[config.mk]
export PLATFORM = sky130hd
export DESIGN_NAME = accel_layer_sequencer_flat
export DESIGN_NICKNAME = d
export VERILOG_FILES = /design/src/rtl/accel_layer_sequencer_if.sv /design/src/rtl/accel_layer_sequencer.sv /design/src/flat_wrapper.sv
export SDC_FILE = /design/constraint.sdc
export NUM_CORES = 2
export LEC_CHECK = 0
export CORE_ASPECT_RATIO = 0.9
export CORE_MARGIN = 2
export CORE_UTILIZATION = 65
export CTS_BUF_LIST = sky130_fd_sc_hd__clkbuf_8
export DETAILED_ROUTE_END_ITERATION = 10
export HOLD_SLACK_MARGIN = 0.1
export PLACE_DENSITY = 0.85
export SLEW_MARGIN = 40
export SYNTH_ARGS = -nofsm -noshare
export SYNTH_HDL_FRONTEND = slang
export SYNTH_SLANG_ARGS = --single-unit
[constraint.sdc]
create_clock -name clk -period 8.9 [get_ports clk]
set_clock_uncertainty 0.15 [all_clocks]
set_input_delay 1.78 -clock clk [delete_from_list [all_inputs] [get_ports clk]]
set_output_delay 1.78 -clock clk [all_outputs]
set_load 0.01 [all_outputs]
[src/rtl/accel_layer_sequencer_if.sv]
// Configuration/status bus between the layer sequencer (master) and the accelerator core (slave).
interface accel_layer_sequencer_if #(
    parameter int REG_WIDTH = 32
);
    logic [REG_WIDTH-1:0] conf_ctrl;
    logic [REG_WIDTH-1:0] conf_outputsize;
    logic [REG_WIDTH-1:0] conf_kernelsize;
    logic [REG_WIDTH-1:0] conf_weightinterval;
    logic [REG_WIDTH-1:0] conf_kernelshape;
    logic [REG_WIDTH-1:0] conf_inputshape;
    logic [REG_WIDTH-1:0] conf_inputrstcnt;
    logic [REG_WIDTH-1:0] conf_status;

    modport master (
        output conf_ctrl, conf_outputsize, conf_kernelsize, conf_weightinterval,
               conf_kernelshape, conf_inputshape, conf_inputrstcnt,
        input  conf_status
    );

    modport slave (
        input  conf_ctrl, conf_outputsize, conf_kernelsize, conf_weightinterval,
               conf_kernelshape, conf_inputshape, conf_inputrstcnt,
        output conf_status
    );
endinterface

[src/rtl/accel_layer_sequencer.sv]
// Walks the accelerator core through a list of layer/tile descriptors:
// load config, soft reset, start, wait for both done bits, with watchdog and abort.
module accel_layer_sequencer #(
    parameter int REG_WIDTH    = 32,
    parameter int NUM_DESC     = 8,
    parameter int DESC_AW      = 3,
    parameter int SRST_CYCLES  = 2,
    parameter int STATUS_GUARD = 2
) (
    input  logic                 clk,
    input  logic                 rst,
    input  logic                 i_desc_wr,
    input  logic [DESC_AW-1:0]   i_desc_idx,
    input  logic [2:0]           i_desc_word,
    input  logic [REG_WIDTH-1:0] i_desc_data,
    input  logic [DESC_AW:0]     i_num_desc,
    input  logic                 i_start,
    input  logic                 i_abort,
    input  logic [REG_WIDTH-1:0] i_timeout_limit,
    accel_layer_sequencer_if.master core_if,
    output logic [DESC_AW-1:0]   o_cur_desc,
    output logic                 o_busy,
    output logic                 o_done,
    output logic                 o_err_timeout,
    output logic                 o_err_abort
);
    localparam int NUM_WORDS = 6;
    localparam logic [REG_WIDTH-1:0] CTRL_START = REG_WIDTH'(1);
    localparam logic [REG_WIDTH-1:0] CTRL_SRST  = REG_WIDTH'(2);
    localparam logic [7:0]           PHASE_LAST = 8'(SRST_CYCLES - 1);
    localparam logic [DESC_AW:0]     CNT_ONE    = (DESC_AW+1)'(1);

    typedef enum logic [2:0] {S_IDLE, S_LOAD, S_SRST, S_RUN, S_NEXT, S_ABORT} state_t;

    logic [NUM_WORDS-1:0][REG_WIDTH-1:0] r_desc [NUM_DESC];

    state_t                              r_state;
    logic [REG_WIDTH-1:0]                r_ctrl;
    logic [NUM_WORDS-1:0][REG_WIDTH-1:0] r_conf;
    logic [DESC_AW-1:0]                  r_cur_desc;
    logic [DESC_AW:0]                    r_count;
    logic [REG_WIDTH-1:0]                r_run_cnt;
    logic [7:0]                          r_phase_cnt;
    logic                                r_busy;
    logic                                r_done;
    logic                                r_err_timeout;
    logic                                r_err_abort;

    logic [REG_WIDTH-1:0] w_run_next;
    logic [DESC_AW:0]     w_cur_inc;
    logic                 w_status_done;
    logic                 w_guard_over;
    logic                 w_timeout;
    logic                 w_start_ok;
    logic                 w_unused_status;

    assign w_run_next    = (r_run_cnt == '1) ? r_run_cnt : r_run_cnt + REG_WIDTH'(1);
    assign w_cur_inc     = {1'b0, r_cur_desc} + CNT_ONE;
    assign w_status_done = (core_if.conf_status[1:0] == 2'b11);
    assign w_guard_over  = (r_run_cnt >= REG_WIDTH'(STATUS_GUARD));
    assign w_timeout     = (i_timeout_limit != '0) && (w_run_next >= i_timeout_limit);
    assign w_start_ok    = (i_num_desc != '0) && (i_num_desc <= (DESC_AW+1)'(NUM_DESC));
    assign w_unused_status = ^core_if.conf_status[REG_WIDTH-1:2];

    // Word selects 6 and 7 have no backing storage and are dropped.
    always_ff @(posedge clk) begin
        if (rst) begin
            for (int i = 0; i < NUM_DESC; i++) begin
                r_desc[i] <= '0;
            end
        end else if (i_desc_wr && (i_desc_word < 3'(NUM_WORDS))) begin
            r_desc[i_desc_idx][i_desc_word] <= i_desc_data;
        end
    end

    always_ff @(posedge clk) begin
        if (rst) begin
            r_state       <= S_IDLE;
            r_ctrl        <= '0;
            r_conf        <= '0;
            r_cur_desc    <= '0;
            r_count       <= '0;
            r_run_cnt     <= '0;
            r_phase_cnt   <= '0;
            r_busy        <= 1'b0;
            r_done        <= 1'b0;
            r_err_timeout <= 1'b0;
            r_err_abort   <= 1'b0;
        end else begin
            r_done <= 1'b0;
            // Abort outranks everything, including completion in NEXT.
            if (i_abort && (r_state != S_IDLE) && (r_state != S_ABORT)) begin
                r_err_abort <= 1'b1;
                r_ctrl      <= CTRL_SRST;
                r_phase_cnt <= '0;
                r_state     <= S_ABORT;
            end else begin
                case (r_state)
                    S_IDLE: begin
                        if (i_start) begin
                            if (w_start_ok) begin
                                r_count       <= i_num_desc;
                                r_cur_desc    <= '0;
                                r_err_timeout <= 1'b0;
                                r_err_abort   <= 1'b0;
                                r_busy        <= 1'b1;
                                r_state       <= S_LOAD;
                            end else begin
                                r_done <= 1'b1;
                            end
                        end
                    end
                    S_LOAD: begin
                        r_conf      <= r_desc[r_cur_desc];
                        r_ctrl      <= CTRL_SRST;
                        r_phase_cnt <= '0;
                        r_state     <= S_SRST;
                    end
                    S_SRST: begin
                        if (r_phase_cnt == PHASE_LAST) begin
                            r_ctrl    <= CTRL_START;
                            r_run_cnt <= '0;
                            r_state   <= S_RUN;
                        end else begin
                            r_phase_cnt <= r_phase_cnt + 8'd1;
                        end
                    end
                    S_RUN: begin
                        // Done is tested first so it wins over a same-cycle timeout.
                        if (w_guard_over && w_status_done) begin
                            r_ctrl  <= '0;
                            r_state <= S_NEXT;
                        end else if (w_timeout) begin
                            r_err_timeout <= 1'b1;
                            r_ctrl        <= CTRL_SRST;
                            r_phase_cnt   <= '0;
                            r_state       <= S_ABORT;
                        end else begin
                            r_run_cnt <= w_run_next;
                        end
                    end
                    S_NEXT: begin
                        if (w_cur_inc == r_count) begin
                            r_done  <= 1'b1;
                            r_busy  <= 1'b0;
                            r_state <= S_IDLE;
                        end else begin
                            r_cur_desc <= w_cur_inc[DESC_AW-1:0];
                            r_state    <= S_LOAD;
                        end
                    end
                    S_ABORT: begin
                        if (r_phase_cnt == PHASE_LAST) begin
                            r_ctrl  <= '0;
                            r_busy  <= 1'b0;
                            r_state <= S_IDLE;
                        end else begin
                            r_phase_cnt <= r_phase_cnt + 8'd1;
                        end
                    end
                    default: begin
                        r_ctrl  <= '0;
                        r_busy  <= 1'b0;
                        r_state <= S_IDLE;
                    end
                endcase
            end
        end
    end

    assign core_if.conf_ctrl           = r_ctrl;
    assign core_if.conf_outputsize     = r_conf[0];
    assign core_if.conf_kernelsize     = r_conf[1];
    assign core_if.conf_weightinterval = r_conf[2];
    assign core_if.conf_kernelshape    = r_conf[3];
    assign core_if.conf_inputshape     = r_conf[4];
    assign core_if.conf_inputrstcnt    = r_conf[5];

    assign o_cur_desc    = r_cur_desc;
    assign o_busy        = r_busy;
    assign o_done        = r_done;
    assign o_err_timeout = r_err_timeout;
    assign o_err_abort   = r_err_abort;
endmodule

[src/flat_wrapper.sv]
// flat-port wrapper written by rule: the top's interface ports become plain ports
module accel_layer_sequencer_flat 
#(
    parameter int REG_WIDTH    = 32,
    parameter int NUM_DESC     = 8,
    parameter int DESC_AW      = 3,
    parameter int SRST_CYCLES  = 2,
    parameter int STATUS_GUARD = 2
)
  (clk, rst, i_desc_wr, i_desc_idx, i_desc_word, i_desc_data, i_num_desc, i_start, i_abort, i_timeout_limit, o_cur_desc, o_busy, o_done, o_err_timeout, o_err_abort, core_if_conf_ctrl, core_if_conf_outputsize, core_if_conf_kernelsize, core_if_conf_weightinterval, core_if_conf_kernelshape, core_if_conf_inputshape, core_if_conf_inputrstcnt, core_if_conf_status);
  accel_layer_sequencer_if #(.REG_WIDTH(REG_WIDTH)) core_if_i ();
  input  logic clk;
  input  logic rst;
  input  logic i_desc_wr;
  input  logic [DESC_AW-1:0] i_desc_idx;
  input  logic [2:0] i_desc_word;
  input  logic [REG_WIDTH-1:0] i_desc_data;
  input  logic [DESC_AW:0] i_num_desc;
  input  logic i_start;
  input  logic i_abort;
  input  logic [REG_WIDTH-1:0] i_timeout_limit;
  output logic [DESC_AW-1:0] o_cur_desc;
  output logic o_busy;
  output logic o_done;
  output logic o_err_timeout;
  output logic o_err_abort;
  output wire logic [$bits(core_if_i.conf_ctrl)-1:0] core_if_conf_ctrl;
  output wire logic [$bits(core_if_i.conf_outputsize)-1:0] core_if_conf_outputsize;
  output wire logic [$bits(core_if_i.conf_kernelsize)-1:0] core_if_conf_kernelsize;
  output wire logic [$bits(core_if_i.conf_weightinterval)-1:0] core_if_conf_weightinterval;
  output wire logic [$bits(core_if_i.conf_kernelshape)-1:0] core_if_conf_kernelshape;
  output wire logic [$bits(core_if_i.conf_inputshape)-1:0] core_if_conf_inputshape;
  output wire logic [$bits(core_if_i.conf_inputrstcnt)-1:0] core_if_conf_inputrstcnt;
  input wire logic [$bits(core_if_i.conf_status)-1:0] core_if_conf_status;
  assign core_if_conf_ctrl = core_if_i.conf_ctrl;
  assign core_if_conf_outputsize = core_if_i.conf_outputsize;
  assign core_if_conf_kernelsize = core_if_i.conf_kernelsize;
  assign core_if_conf_weightinterval = core_if_i.conf_weightinterval;
  assign core_if_conf_kernelshape = core_if_i.conf_kernelshape;
  assign core_if_conf_inputshape = core_if_i.conf_inputshape;
  assign core_if_conf_inputrstcnt = core_if_i.conf_inputrstcnt;
  assign core_if_i.conf_status = core_if_conf_status;
  accel_layer_sequencer #(.REG_WIDTH(REG_WIDTH), .NUM_DESC(NUM_DESC), .DESC_AW(DESC_AW), .SRST_CYCLES(SRST_CYCLES), .STATUS_GUARD(STATUS_GUARD)) u_core (.clk(clk), .rst(rst), .i_desc_wr(i_desc_wr), .i_desc_idx(i_desc_idx), .i_desc_word(i_desc_word), .i_desc_data(i_desc_data), .i_num_desc(i_num_desc), .i_start(i_start), .i_abort(i_abort), .i_timeout_limit(i_timeout_limit), .core_if(core_if_i), .o_cur_desc(o_cur_desc), .o_busy(o_busy), .o_done(o_done), .o_err_timeout(o_err_timeout), .o_err_abort(o_err_abort));
endmodule
Word level (Yosys, flattened, before mapping)
Memories as Yosys holds them, arrays and structs flattened. A register that Yosys moved wholly into a read port is not among the register bits.
Index checks and enable logic that the tools add are counted.
Storage, ports and cells
  flip-flop bits (word level): 86
  memory bits (writable): 1536
  memories: 1
Operators by class
  add/sub/neg operators: 3
  magnitude comparators: 6
  equal/unequal tests: 27
  multiplexer cells: 53
  bitwise gates (word level): 3
  reduce and logical (&&, ||, !) cells: 35
Memory list
  u_core.r_desc: words 8, bits a word 192, rd ports 1, clocked after Yosys merged registers in 1, write ports 8, RTL line accel_layer_sequencer.sv:35  | logic [NUM_WORDS-1:0][REG_WIDTH-1:0] r_desc [NUM_DESC];
Operators by type and width (count)
  $mux W192: 3
  $mux W32: 8
  $reduce_or A192 Y1: 1
  $pmux W32 S5: 1
  $demux W32 S3: 1
  $pmux W32 S2: 1
  $mux W3: 11
  $add A32 B1 Y32 const B: 1
  $eq A32 B32 Y1 const B: 1
  $ge A32 B2 Y1 const B: 1
  $ge A32 B32 Y1: 1
  $reduce_bool A32 Y1: 1
  $mux W8: 3
  $pmux W8 S3: 1
  $reduce_and A5 Y1: 4
  $mux W1: 18
  $pmux W3 S6: 1
  $reduce_and A4 Y1: 4
  $ne A2 B1 Y1 const B: 6
  $ne A3 B1 Y1 const B: 4
  $reduce_and A6 Y1: 2
  $reduce_bool A2 Y1: 6
  $ne A2 B2 Y1 const B: 5
  $add A8 B1 Y8 const B: 1
  27 further kinds: 41

Longest topological paths before layout
  depth in word-level cells: 8
  depth in mapped cells: 18

Worst setup path before layout
No wires, ideal clock.
  path type: register to register
  start point: register u_core.r_run_cnt[24]
  end point: register u_core.r_phase_cnt[5]
  setup time: 0.071 ns
  data arrival time: 4.612 ns
  data required time: 8.679 ns
  setup slack: 4.068 ns
  stages on the path, launching flop included: 16
  path buffers: 1
  clock period less this slack: 4.832 ns
  cells stage by stage: dfxtp_1 clkbuf_1 nand4_1 or4_1 nor4_2 a21oi_1 and3_1 xor2_1 ha_1 nand4_1 or4_1 o32a_2 a2111oi_4 nor3_2 or4_1 a21oi_1
Between the ends
  longest elaborated chain between the ends: 6
  elaborated cells on any way between the ends: 10
  classes of those cells: add/sub: 1; order compare: 2; eq/ne: 3; mux: 1; reduce/logical: 3
RTL lines
  start: declaration: RTL line accel_layer_sequencer.sv:42  | logic [REG_WIDTH-1:0] r_run_cnt;
  start signal: assignment: RTL line accel_layer_sequencer.sv:139  | r_run_cnt <= w_run_next;
  $add A32 B1 Y32 or $eq A32 B32 Y1 (tied branches): RTL line accel_layer_sequencer.sv:57  | assign w_run_next = (r_run_cnt == '1) ? r_run_cnt : r_run_cnt + REG_WIDTH'(1);
  $mux W32: RTL line accel_layer_sequencer.sv:57
  $ge A32 B32 Y1: RTL line accel_layer_sequencer.sv:61  | assign w_timeout = (i_timeout_limit != '0) && (w_run_next >= i_timeout_limit);
  $logic_and A1 B1 Y1: RTL line accel_layer_sequencer.sv:61
  $ne A2 B1 Y1 (no source line)
  $reduce_and A4 Y1 (no source line) (*)
  end signal: assignment: RTL line accel_layer_sequencer.sv:125  | r_phase_cnt <= r_phase_cnt + 8'd1;
  end signal: assignment: RTL line accel_layer_sequencer.sv:158  | r_phase_cnt <= r_phase_cnt + 8'd1;
  end: declaration: RTL line accel_layer_sequencer.sv:43  | logic [7:0] r_phase_cnt;
Mark *: on every way between the ends. The rest lies on a longest branch, timed or not.
A chain may end at the register's enable or synchronous reset.

Final worst setup path
  start point: register u_core.r_run_cnt[24]
  end point: register u_core.r_run_cnt[31]
Between the ends
  longest elaborated chain between the ends: 6
  elaborated cells on any way between the ends: 13
  classes of those cells: add/sub: 1; order compare: 2; eq/ne: 3; mux: 4; reduce/logical: 3
RTL lines (RTL line)
  $add A32 B1 Y32 or $eq A32 B32 Y1 (tied branches): accel_layer_sequencer.sv:57
  $mux W32: accel_layer_sequencer.sv:57
  $ge A32 B32 Y1: accel_layer_sequencer.sv:61
  $logic_and A1 B1 Y1: accel_layer_sequencer.sv:61
  $ne A2 B2 Y1 (no source line)
  $reduce_and A5 Y1 (no source line)
Several ways; a longest one is shown, not always the timed one. The select of a mux whose other input is x is not followed.

==> impl_metrics.tcl <==
set metrics [dict create \
    p_total_w 0.0192 \
    rsz0062_at_grt "false" \
    h-tree-depth 5 \
    fin_crit_ps 5490 \
    holdCritStartpoint "u_core.core_if.conf_ctrl[1]" \
    worstReg2RegStart "u_core.r_run_cnt[24]" \
    leakagePower_nw 30.1 \
    vias 46800 \
    hold_end "u_core.core_if.conf_ctrl[1]" \
    drt_wl_total_um 200000 \
    synth_top_area_share_pct 58.2 \
    timing.rr.end "u_core.r_run_cnt[31]" \
    ir_drop_v 0.000167 \
    cts_inserted_buffers 294 \
    drc 0 \
    overflow 0 \
    seq_area_frac_synth_pct 64.4 \
    syn2layout_area_growth_pct 11.4 \
    status "finished, final reports clean" \
    die_x_um 372 \
    cts_tree "built" \
    cp_max_fo 21 \
    cts_setup_buffers 0 \
    gp_congestion 0.867 \
    synth_area_leaders "edfxtp_1, and2_1, mux4_2, dfxtp_1, mux2i_1" \
    grt_pass1_vias 47300 \
    synth_top_area_cell "edfxtp_1" \
    tns_ps 0 \
    r2r_setup_slack_ps 3410 \
    max_cap_viol_count 0 \
    end_kind "flop" \
    root_buffer "clkbuf_8" \
    synth_cells 5424 \
    hold_path.class "reg -> reg" \
    wl_per_cell_um 27.0 \
    cts_sinks 1784 \
    holdBufCountCts 0 \
    initial_core_util_pct 65.6 \
    cts_resized 0 \
    grt_pass1_wl_um 295000 \
    reg2regPathDepth 14 \
    syn_avg_cell_area_sq_um 14.6 \
    drtPass1Iterations 6 \
    ant_nets 0 \
    cp-start-kind "flop" \
    vias_per_cell 6.34 \
    maxSlewViolCount 0 \
    synth_edf_count 1536 \
    layout_common_cells "and2_1, edfxtp_1, mux4_2, clkbuf_8, clkdlybuf4s50_1" \
    nets 5721 \
    max_slew_margin_pct 41.4 \
    grt.total_usage_pct 32.3 \
    dieArea_sq_mm 0.125 \
    final-setup-viol-count 0 \
    yosys_warnings 0 \
    grt_max_degree 151 \
    clockBufferDepth 4 \
    finish.utilization_pct 73.0 \
    tightest_slew_ps 879 \
    clock_latency_ps 1000 \
    fillCellCount 7151 \
    io_pins 342 \
    netlist_area_sq_mm 0.0793 \
    die_h_um 335 \
    period_share_pct 61.7 \
    cp-startpoint "u_core.r_run_cnt[24]" \
    async_flop_share_pct 0 \
    hold_depth 2 \
    hold_viol 0 \
    dp_hpwl_um 114000 \
    power_density_mw_per_mm2 217 \
    drive_above_1_share_pct 16.7 \
    coreArea_sq_mm 0.121 \
    layout_commonest_cell "and2_1" \
    placementRows 121 \
    cp.arrival_ps 6200 \
    ys.flop_type "edfxtp_1" \
    antenna_found_initial 11 \
    finalInstanceArea_sq_mm 0.0884 \
    placement.io_buffers 281 \
    yosys.cell_types.count 64 \
    dpl-instance-area_sq_mm 0.0830 \
    dr.first_iter.drc_count 5720 \
    worstSetupPathType "reg -> reg" \
    synth_seq_cells 1784 \
    required_ps 9610 \
    cts.clk_slew.worst_paths_ps 70 \
    fmax_mhz 182 \
]
## worst max-delay path, stage by stage, from the launching register on
cell and delay, ps:
dfxtp_1 490, nand4_1 210, or4_1 520, nor4_2 620, a21oi_1 310, and3_1 290, xor2_1 150, ha_1 280
nand4_1 110, or4_1 520, o32a_2 410, a211o_2 370, and3_1 460, and3_1 340, a21o_1 140
## stage by stage
stage	hold WS [ps]	cells	setup slack, ps
global placement	325	6868	3420
detailed placement	330	6873	3390
CTS	339	7382	3360
global route	359	7389	3140
floorplan	303	5453	4070
finish	337	7390	3410
## cell families after synthesis
logic type	count (synthesis)	synth area share, %
AOI/OAI and AO/OA	332	3.00
xor gates and xnor gates	36	0.398
adders and majority gates	37	0.584
buffers and inverters	585	2.91
DFF	1784	64.4
muxes	583	13.4
other	1	0.00473
and+or+nand+nor	2066	15.3
## worst max path at each step
stage                                       end  slack [ps]  cells after the start
after CTS                  u_core.r_run_cnt[30]        3360                     13
after detailed placement   u_core.r_run_cnt[21]        3390                     14
after global routing       u_core.r_run_cnt[14]        3140                     14
after global placement     u_core.r_run_cnt[18]        3420                     14
after floorplan           u_core.r_phase_cnt[5]        4070                     15
final                      u_core.r_run_cnt[31]        3410                     14
## power by group
group | internal [W] | switching, W
clock | 0.00336 | 0.00319
sequential | 0.00967 | 0.000313
combinational | 0.00121 | 0.00146
## layout make-up
class,count,area (sq um),share of cell area (%)
Sequential cell,1784,51100,57.8
Multi-Input combinational cell,3084,26300,29.8
Clock buffer,315,4340,4.91
Timing Repair Buffer,362,3550,4.02
Tap cell,1599,2000,2.26
Clock inverter,194,893,1.01
Inverter,47,176,0.200
Antenna cell,5,12.5,0.0142
## sequential cells by signal (all words and copies together), names as in the netlist
name                                flops
u_core.core_if.conf_outputsize         32
u_core.o_cur_desc                       3
u_core.o_done                           1
u_core.r_state                          3
u_core.r_count                          4
u_core.o_err_abort                      1
u_core.core_if.conf_kernelsize         32
u_core.core_if.conf_weightinterval     32
u_core.o_busy                           1
u_core.r_run_cnt                       32
u_core.core_if.conf_inputrstcnt        32
u_core.o_err_timeout                    1
u_core.core_if.conf_inputshape         32
u_core.r_desc                        1536
u_core.r_phase_cnt                      8
u_core.core_if.conf_kernelshape        32
u_core.core_if.conf_ctrl                2
## Yosys cell counts (9+ instances only)
cell type,instances
and2_1,1544
edfxtp_1,1536
clkbuf_1,441
mux4_2,384
nor2_1,283
dfxtp_1,248
mux2i_1,198
a211oi_1,194
buf_1,65
or2_2,50
a21oi_1,47
inv_1,47
nand2_1,47
ha_1,37
o21ai_0,31
buf_4,30
nor4_1,21
nand4_1,19
nor3_1,18
xnor2_1,18
xor2_1,18
nand3_1,17
a22o_1,14
nor2b_1,11
or3_1,10
nor3b_1,9
## routing by layer
| layer | wire (um) | global-route usage (%) |
|---|---|---|
| met1 | 75900 | 45.3 |
| met2 | 92700 | 49.2 |
| met3 | 23300 | 7.96 |
| met4 | 7660 | 12.9 |
| met5 | 49 | 0 |
(Power assumes the default switching activity.)
